`src/rtl/trans_pkg.sv`:
```
// Shared transaction-layer constants.
// Lane FIFO geometry and lane count.
package trans_pkg;

  localparam int DATA_WIDTH = 6;
  localparam int ADDR_WIDTH = 3;
  localparam int FIFO_DEPTH = 1 << ADDR_WIDTH;
  localparam int NUM_LANES  = 10;

endpackage

```
`src/rtl/fifo_mem.sv`:
```
// Lane FIFO storage array.
// One sync write port, one registered read port.
module fifo_mem
  import trans_pkg::*;
#(
  parameter int DW = trans_pkg::DATA_WIDTH,
  parameter int AW = trans_pkg::ADDR_WIDTH
) (
  input  logic          clk,
  input  logic          reset,
  input  logic          wr_en,
  input  logic [AW-1:0] wr_addr,
  input  logic [DW-1:0] wr_data,
  input  logic          rd_en,
  input  logic [AW-1:0] rd_addr,
  output logic [DW-1:0] rd_data
);

  logic [DW-1:0] mem [1<<AW];

  // Array write; contents survive reset.
  always_ff @(posedge clk) begin
    if (wr_en) mem[wr_addr] <= wr_data;
  end

  // Read register; holds its value when idle.
  always_ff @(posedge clk) begin
    if (!reset) rd_data <= '0;
    else if (rd_en) rd_data <= mem[rd_addr];
  end

endmodule

```
`src/rtl/fifo_umbral.sv`:
```
// Per-lane FIFO with threshold flags.
// Sticky overflow/underflow, 1-cycle read latency.
module fifo_umbral
  import trans_pkg::*;
#(
  parameter int DATA_WIDTH = trans_pkg::DATA_WIDTH,
  parameter int ADDR_WIDTH = trans_pkg::ADDR_WIDTH
) (
  input  logic                  clk,
  input  logic                  reset,
  input  logic                  wr_enable,
  input  logic [DATA_WIDTH-1:0] data_in,
  input  logic                  rd_enable,
  input  logic [ADDR_WIDTH-1:0] umbral_alto,
  input  logic [ADDR_WIDTH-1:0] umbral_bajo,
  output logic [DATA_WIDTH-1:0] data_out,
  output logic                  valid_out,
  output logic                  fifo_empty,
  output logic                  fifo_full,
  output logic                  almost_full,
  output logic                  almost_empty,
  output logic                  overflow_error,
  output logic                  underflow_error,
  output logic [ADDR_WIDTH:0]   count
);

  localparam int CW = ADDR_WIDTH + 1;
  localparam logic [CW-1:0] DEPTH =
    CW'(1 << ADDR_WIDTH);

  logic [ADDR_WIDTH-1:0] wr_ptr;
  logic [ADDR_WIDTH-1:0] rd_ptr;
  logic                  wr_ok;
  logic                  rd_ok;

  // Accept decisions from pre-edge occupancy.
  always_comb begin
    rd_ok = rd_enable && (count != '0);
    wr_ok = wr_enable && ((count < DEPTH) || rd_ok);
  end

  fifo_mem #(
    .DW(DATA_WIDTH),
    .AW(ADDR_WIDTH)
  ) u_mem (
    .clk     (clk),
    .reset   (reset),
    .wr_en   (wr_ok),
    .wr_addr (wr_ptr),
    .wr_data (data_in),
    .rd_en   (rd_ok),
    .rd_addr (rd_ptr),
    .rd_data (data_out)
  );

  // Pointers, occupancy and read-valid.
  always_ff @(posedge clk) begin
    if (!reset) begin
      wr_ptr    <= '0;
      rd_ptr    <= '0;
      count     <= '0;
      valid_out <= 1'b0;
    end else begin
      if (wr_ok) wr_ptr <= wr_ptr + 1'b1;
      if (rd_ok) rd_ptr <= rd_ptr + 1'b1;
      valid_out <= rd_ok;
      unique case ({wr_ok, rd_ok})
        2'b10:   count <= count + 1'b1;
        2'b01:   count <= count - 1'b1;
        default: count <= count;
      endcase
    end
  end

  // Sticky drop indicators.
  always_ff @(posedge clk) begin
    if (!reset) begin
      overflow_error  <= 1'b0;
      underflow_error <= 1'b0;
    end else begin
      if (wr_enable && !wr_ok) overflow_error  <= 1'b1;
      if (rd_enable && !rd_ok) underflow_error <= 1'b1;
    end
  end

  // Level flags decoded from registered count.
  always_comb begin
    fifo_empty   = (count == '0);
    fifo_full    = (count == DEPTH);
    almost_full  = (count >= {1'b0, umbral_alto});
    almost_empty = (count <= {1'b0, umbral_bajo});
  end

endmodule

```
`config.mk`:
```
export PLATFORM = sky130hd
export DESIGN_NAME = fifo_umbral
export DESIGN_NICKNAME = d
export VERILOG_FILES = /design/src/rtl/trans_pkg.sv /design/src/rtl/fifo_mem.sv /design/src/rtl/fifo_umbral.sv
export SDC_FILE = /design/constraint.sdc
export NUM_CORES = 1
export LEC_CHECK = 0
export BUFFER_PORTS_ARGS = -buffer_cell sky130_fd_sc_hd__buf_2
export CAP_MARGIN = 20
export CORE_UTILIZATION = 52
export DETAILED_ROUTE_END_ITERATION = 12
export GPL_ROUTABILITY_DRIVEN = 0
export HOLD_SLACK_MARGIN = 0.12
export PLACE_DENSITY = 0.75
export SLEW_MARGIN = 20
export SYNTH_ARGS = -nofsm -noshare
export SYNTH_HDL_FRONTEND = slang
export SYNTH_HIERARCHICAL = 1
export SYNTH_SLANG_ARGS = --single-unit
```
`constraint.sdc`:
```
create_clock -name clk -period 2.16 [get_ports clk]
set_input_delay 0.432 -clock clk [delete_from_list [all_inputs] [get_ports clk]]
set_output_delay 0.432 -clock clk [all_outputs]
set_load 0.005 [all_outputs]
```
==> impl_metrics.env <==
export IMPL_critPathKind="reg2reg"
export IMPL_rows=26
export IMPL_ant_nets=0
export IMPL_layout_common_cells="48 x edfxtp_1, 32 x buf_2, 18 x buf_4, 16 x dfxtp_1, 15 x mux2i_1"
export IMPL_grt_max_degree=21
export IMPL_clk_transition_reported_paths_ps=70
export IMPL_switching_share_pct=31.1
export IMPL_cts_root_buffer="clkbuf_8"
export IMPL_grt_pass1_vias=1763
export IMPL_htree_levels=3
export IMPL_nFillCells=396
export IMPL_top_usage_layer="met2"
export IMPL_place_hpwl_mm=3.46
export IMPL_grtUsageTotal_pct=19.6
export IMPL_p_int_uw=2650
export IMPL_cp_start_kind="register"
export IMPL_cts_buffers=9
export IMPL_ioPinCount=33
export IMPL_multi_input_area_mm2=0.00106
export IMPL_placedInstanceArea_mm2=0.00322
export IMPL_fin_crit_ps=2090
export IMPL_initial_utilization_pct=55.4
export IMPL_final_common_cell="edfxtp_1"
export IMPL_fin_skew_ps=10.0
export IMPL_viasPerCell=5.24
export IMPL_ir_worst_vdd_mv=0.734
export IMPL_ys_seq_elements=67
export IMPL_finalPower_uw=3850
export IMPL_antenna_found_initial=0
export IMPL_route_detailed_drc=0
export IMPL_die_area_mm2=0.00588
export IMPL_core_mm2=0.00524
export IMPL_grt_overflow=0
export IMPL_p_seq_share_pct=41.8
export IMPL_rsz0062_at_grt="yes"
export IMPL_worstMarginPinSlew_ps=441
export IMPL_die_height_um=76.7
export IMPL_wire_per_inst_um=15.5
export IMPL_netlist_area_mm2=0.00290
export IMPL_antenna_cells=0
export IMPL_p_comb_share_pct=34.5
export IMPL_grt_pass1_wl_mm=8.52
export IMPL_clock_path_buffers=2
export IMPL_worstPathArrival_ps=2350
export IMPL_yosysWarningCount=6
export IMPL_clock_sinks=67
export IMPL_power_density_mw_per_mm2=1100
export IMPL_final_cells=340
export IMPL_p_leak_uw=0.00137
export IMPL_dr_total_vias=1781
export IMPL_critPathCaptureType="register"
export IMPL_synthToLayoutAreaGrowth_pct=20.7
export IMPL_use_met2_pct=30.7
export IMPL_drt_first_iter_violations=119
export IMPL_syn_avg_cell_area_um2=13.9
export IMPL_seq_area_mm2=0.00183
export IMPL_met3_usage_pct=4.88
export IMPL_die_w_um=76.7
export IMPL_grt_use_met1_pct=25.0
export IMPL_synth_cell_types=36
export IMPL_worstSkewPairLatency_ps=340
export IMPL_outcome="finished, final reports clean"
export IMPL_nets=293
export IMPL_max_freq_mhz=479
export IMPL_p_clk_share_pct=23.8
export IMPL_slew_headroom_pct=70.6
export IMPL_worstPathMaxFanout=4
export IMPL_maxCapViolations=0
export IMPL_final_hold_viol_count=0
export IMPL_setup_viol=0
export IMPL_cts_tree="built"
export IMPL_routed_wirelength_mm=5.28
export IMPL_slew_viol_final=0
export IMPL_ys_seq_area_share_pct=62.8
export IMPL_syn_num_nets=236
export IMPL_final_area_mm2=0.00350
export IMPL_fin_crit_sh_pct=96.7
export IMPL_dpl_cell_count=322
export IMPL_hp_class="in2reg"
export IMPL_p_switching_uw=1200
export IMPL_syn_inst=208
export IMPL_firstDrtPassIters=4
export IMPL_worstPathRequired_ps=2420
export IMPL_port_buffer_count=32
export IMPL_drive_gt1_share_pct=34.8
## routing by layer
layer,share of wire (%),wire length [um]
met5,0,0
met4,2.3,123
met3,5.7,303
met2,48,2560
met1,44,2300
## area by class of cell
| type | count | share of cell area, % |
|---|---|---|
| sequential | 67 | 52.3 |
| multi-input combinational | 127 | 30.4 |
| timing repair buffer | 51 | 8.76 |
| clock buffer | 10 | 3.93 |
| tap | 70 | 2.50 |
| clock inverter | 6 | 1.14 |
| inverter | 9 | 1.04 |
## cells by family (layout without fill, tap and decap cells)
logic type	Yosys count	after routing	synth area share, %
flip-flops	67	67	62.8
AND/OR/NAND/NOR	46	46	8.29
AO/OA/AOI/OAI	36	36	8.59
multiplexers	27	27	9.84
buffers and inverters	14	76	3.19
adder cells (fa/ha/maj)	12	12	5.44
XOR/XNOR	6	6	1.81
## final timing paths
kind	start	to	slack (ps)	depth (start not counted)
setup / recovery	count[0]	count[3]	70	7
hold / removal	data_in[1]	u_mem/mem[1][1]	370	1
setup reg to reg	count[0]	count[3]	70	7
hold reg to reg	overflow_error	overflow_error	460	1
## critical path, cell delays in order, from the launching register on
cell     delay (ps)
dfxtp_4         360
o41a_4          500
ha_4            190
ha_4            200
a21o_2          190
a21oi_2         130
mux2i_1         230
mux2i_1         200
## flip-flops by register name (all words and copies together) (netlist names)
register,cells
count,4
overflow_error,1
rd_ptr,3
u_mem/mem,48
u_mem/rd_data,6
underflow_error,1
valid_out,1
wr_ptr,3
## Yosys cell counts
cell | n | share of area [%]
clkbuf_1 | 2 | 0.26
o221ai_1 | 3 | 0.91
nand2_2 | 1 | 0.22
a21o_1 | 1 | 0.26
mux2_1 | 1 | 0.39
inv_1 | 9 | 1.2
dfxtp_1 | 19 | 13
nor2_1 | 10 | 1.3
mux2i_1 | 15 | 5.2
xnor2_1 | 4 | 1.2
a21boi_0 | 1 | 0.26
nor4_1 | 1 | 0.22
edfxtp_1 | 48 | 50
o21a_1 | 1 | 0.26
a22oi_1 | 3 | 0.78
fa_1 | 1 | 0.69
and2_1 | 7 | 1.5
buf_6 | 1 | 0.39
a21o_2 | 1 | 0.30
a211o_1 | 1 | 0.30
a21oi_1 | 9 | 1.6
nand2_1 | 8 | 1.0
o22ai_1 | 3 | 0.65
buf_12 | 2 | 1.4
nor4b_1 | 1 | 0.30
a221o_1 | 3 | 1.0
nor3_1 | 2 | 0.35
nand3_1 | 3 | 0.52
ha_1 | 11 | 4.7
mux2_2 | 11 | 4.3
nand2b_1 | 8 | 1.7
o21ai_0 | 9 | 1.6
o41a_4 | 1 | 0.73
and2_2 | 1 | 0.26
xor2_1 | 2 | 0.60
nor2b_1 | 4 | 0.86
## what timing repair did
| item | CTS | global route |
|---|---|---|
| hold buffers | 0 | 0 |
| setup endpoints to repair | 1 | 3 |
| pin swaps | 1 | 7 |
| setup buffers | 1 | 1 |
| gates resized for setup | 5 | 8 |
## power groups by stage
| stage | registers [uW] | clock network [uW] | logic, uW |
|---|---|---|---|
| after detailed placement | 1630 | 0 | 1210 |
| final | 1610 | 915 | 1330 |
| after global routing | 1630 | 987 | 1480 |
| after CTS | 1610 | 937 | 1240 |
| after floorplan | 1670 | 0 | 834 |
| after global placement | 1620 | 0 | 1180 |
## per-stage QoR
step | TNS (ps) | hold slack (ps) | setup slack, ps | util [%]
finish | 0 | 373 | 72.1 | 66.8
global route | -3.75 | 372 | -3.75 | 66.8
CTS | 0 | 359 | 1.03 | 65.4
global placement | 0 | 442 | 75.4 | 61.6
detailed placement | 0 | 450 | 1.96 | 61.6
floorplan | 0 | 464 | 9.66 | -
Note: power is estimated with default switching activity, not from simulation.
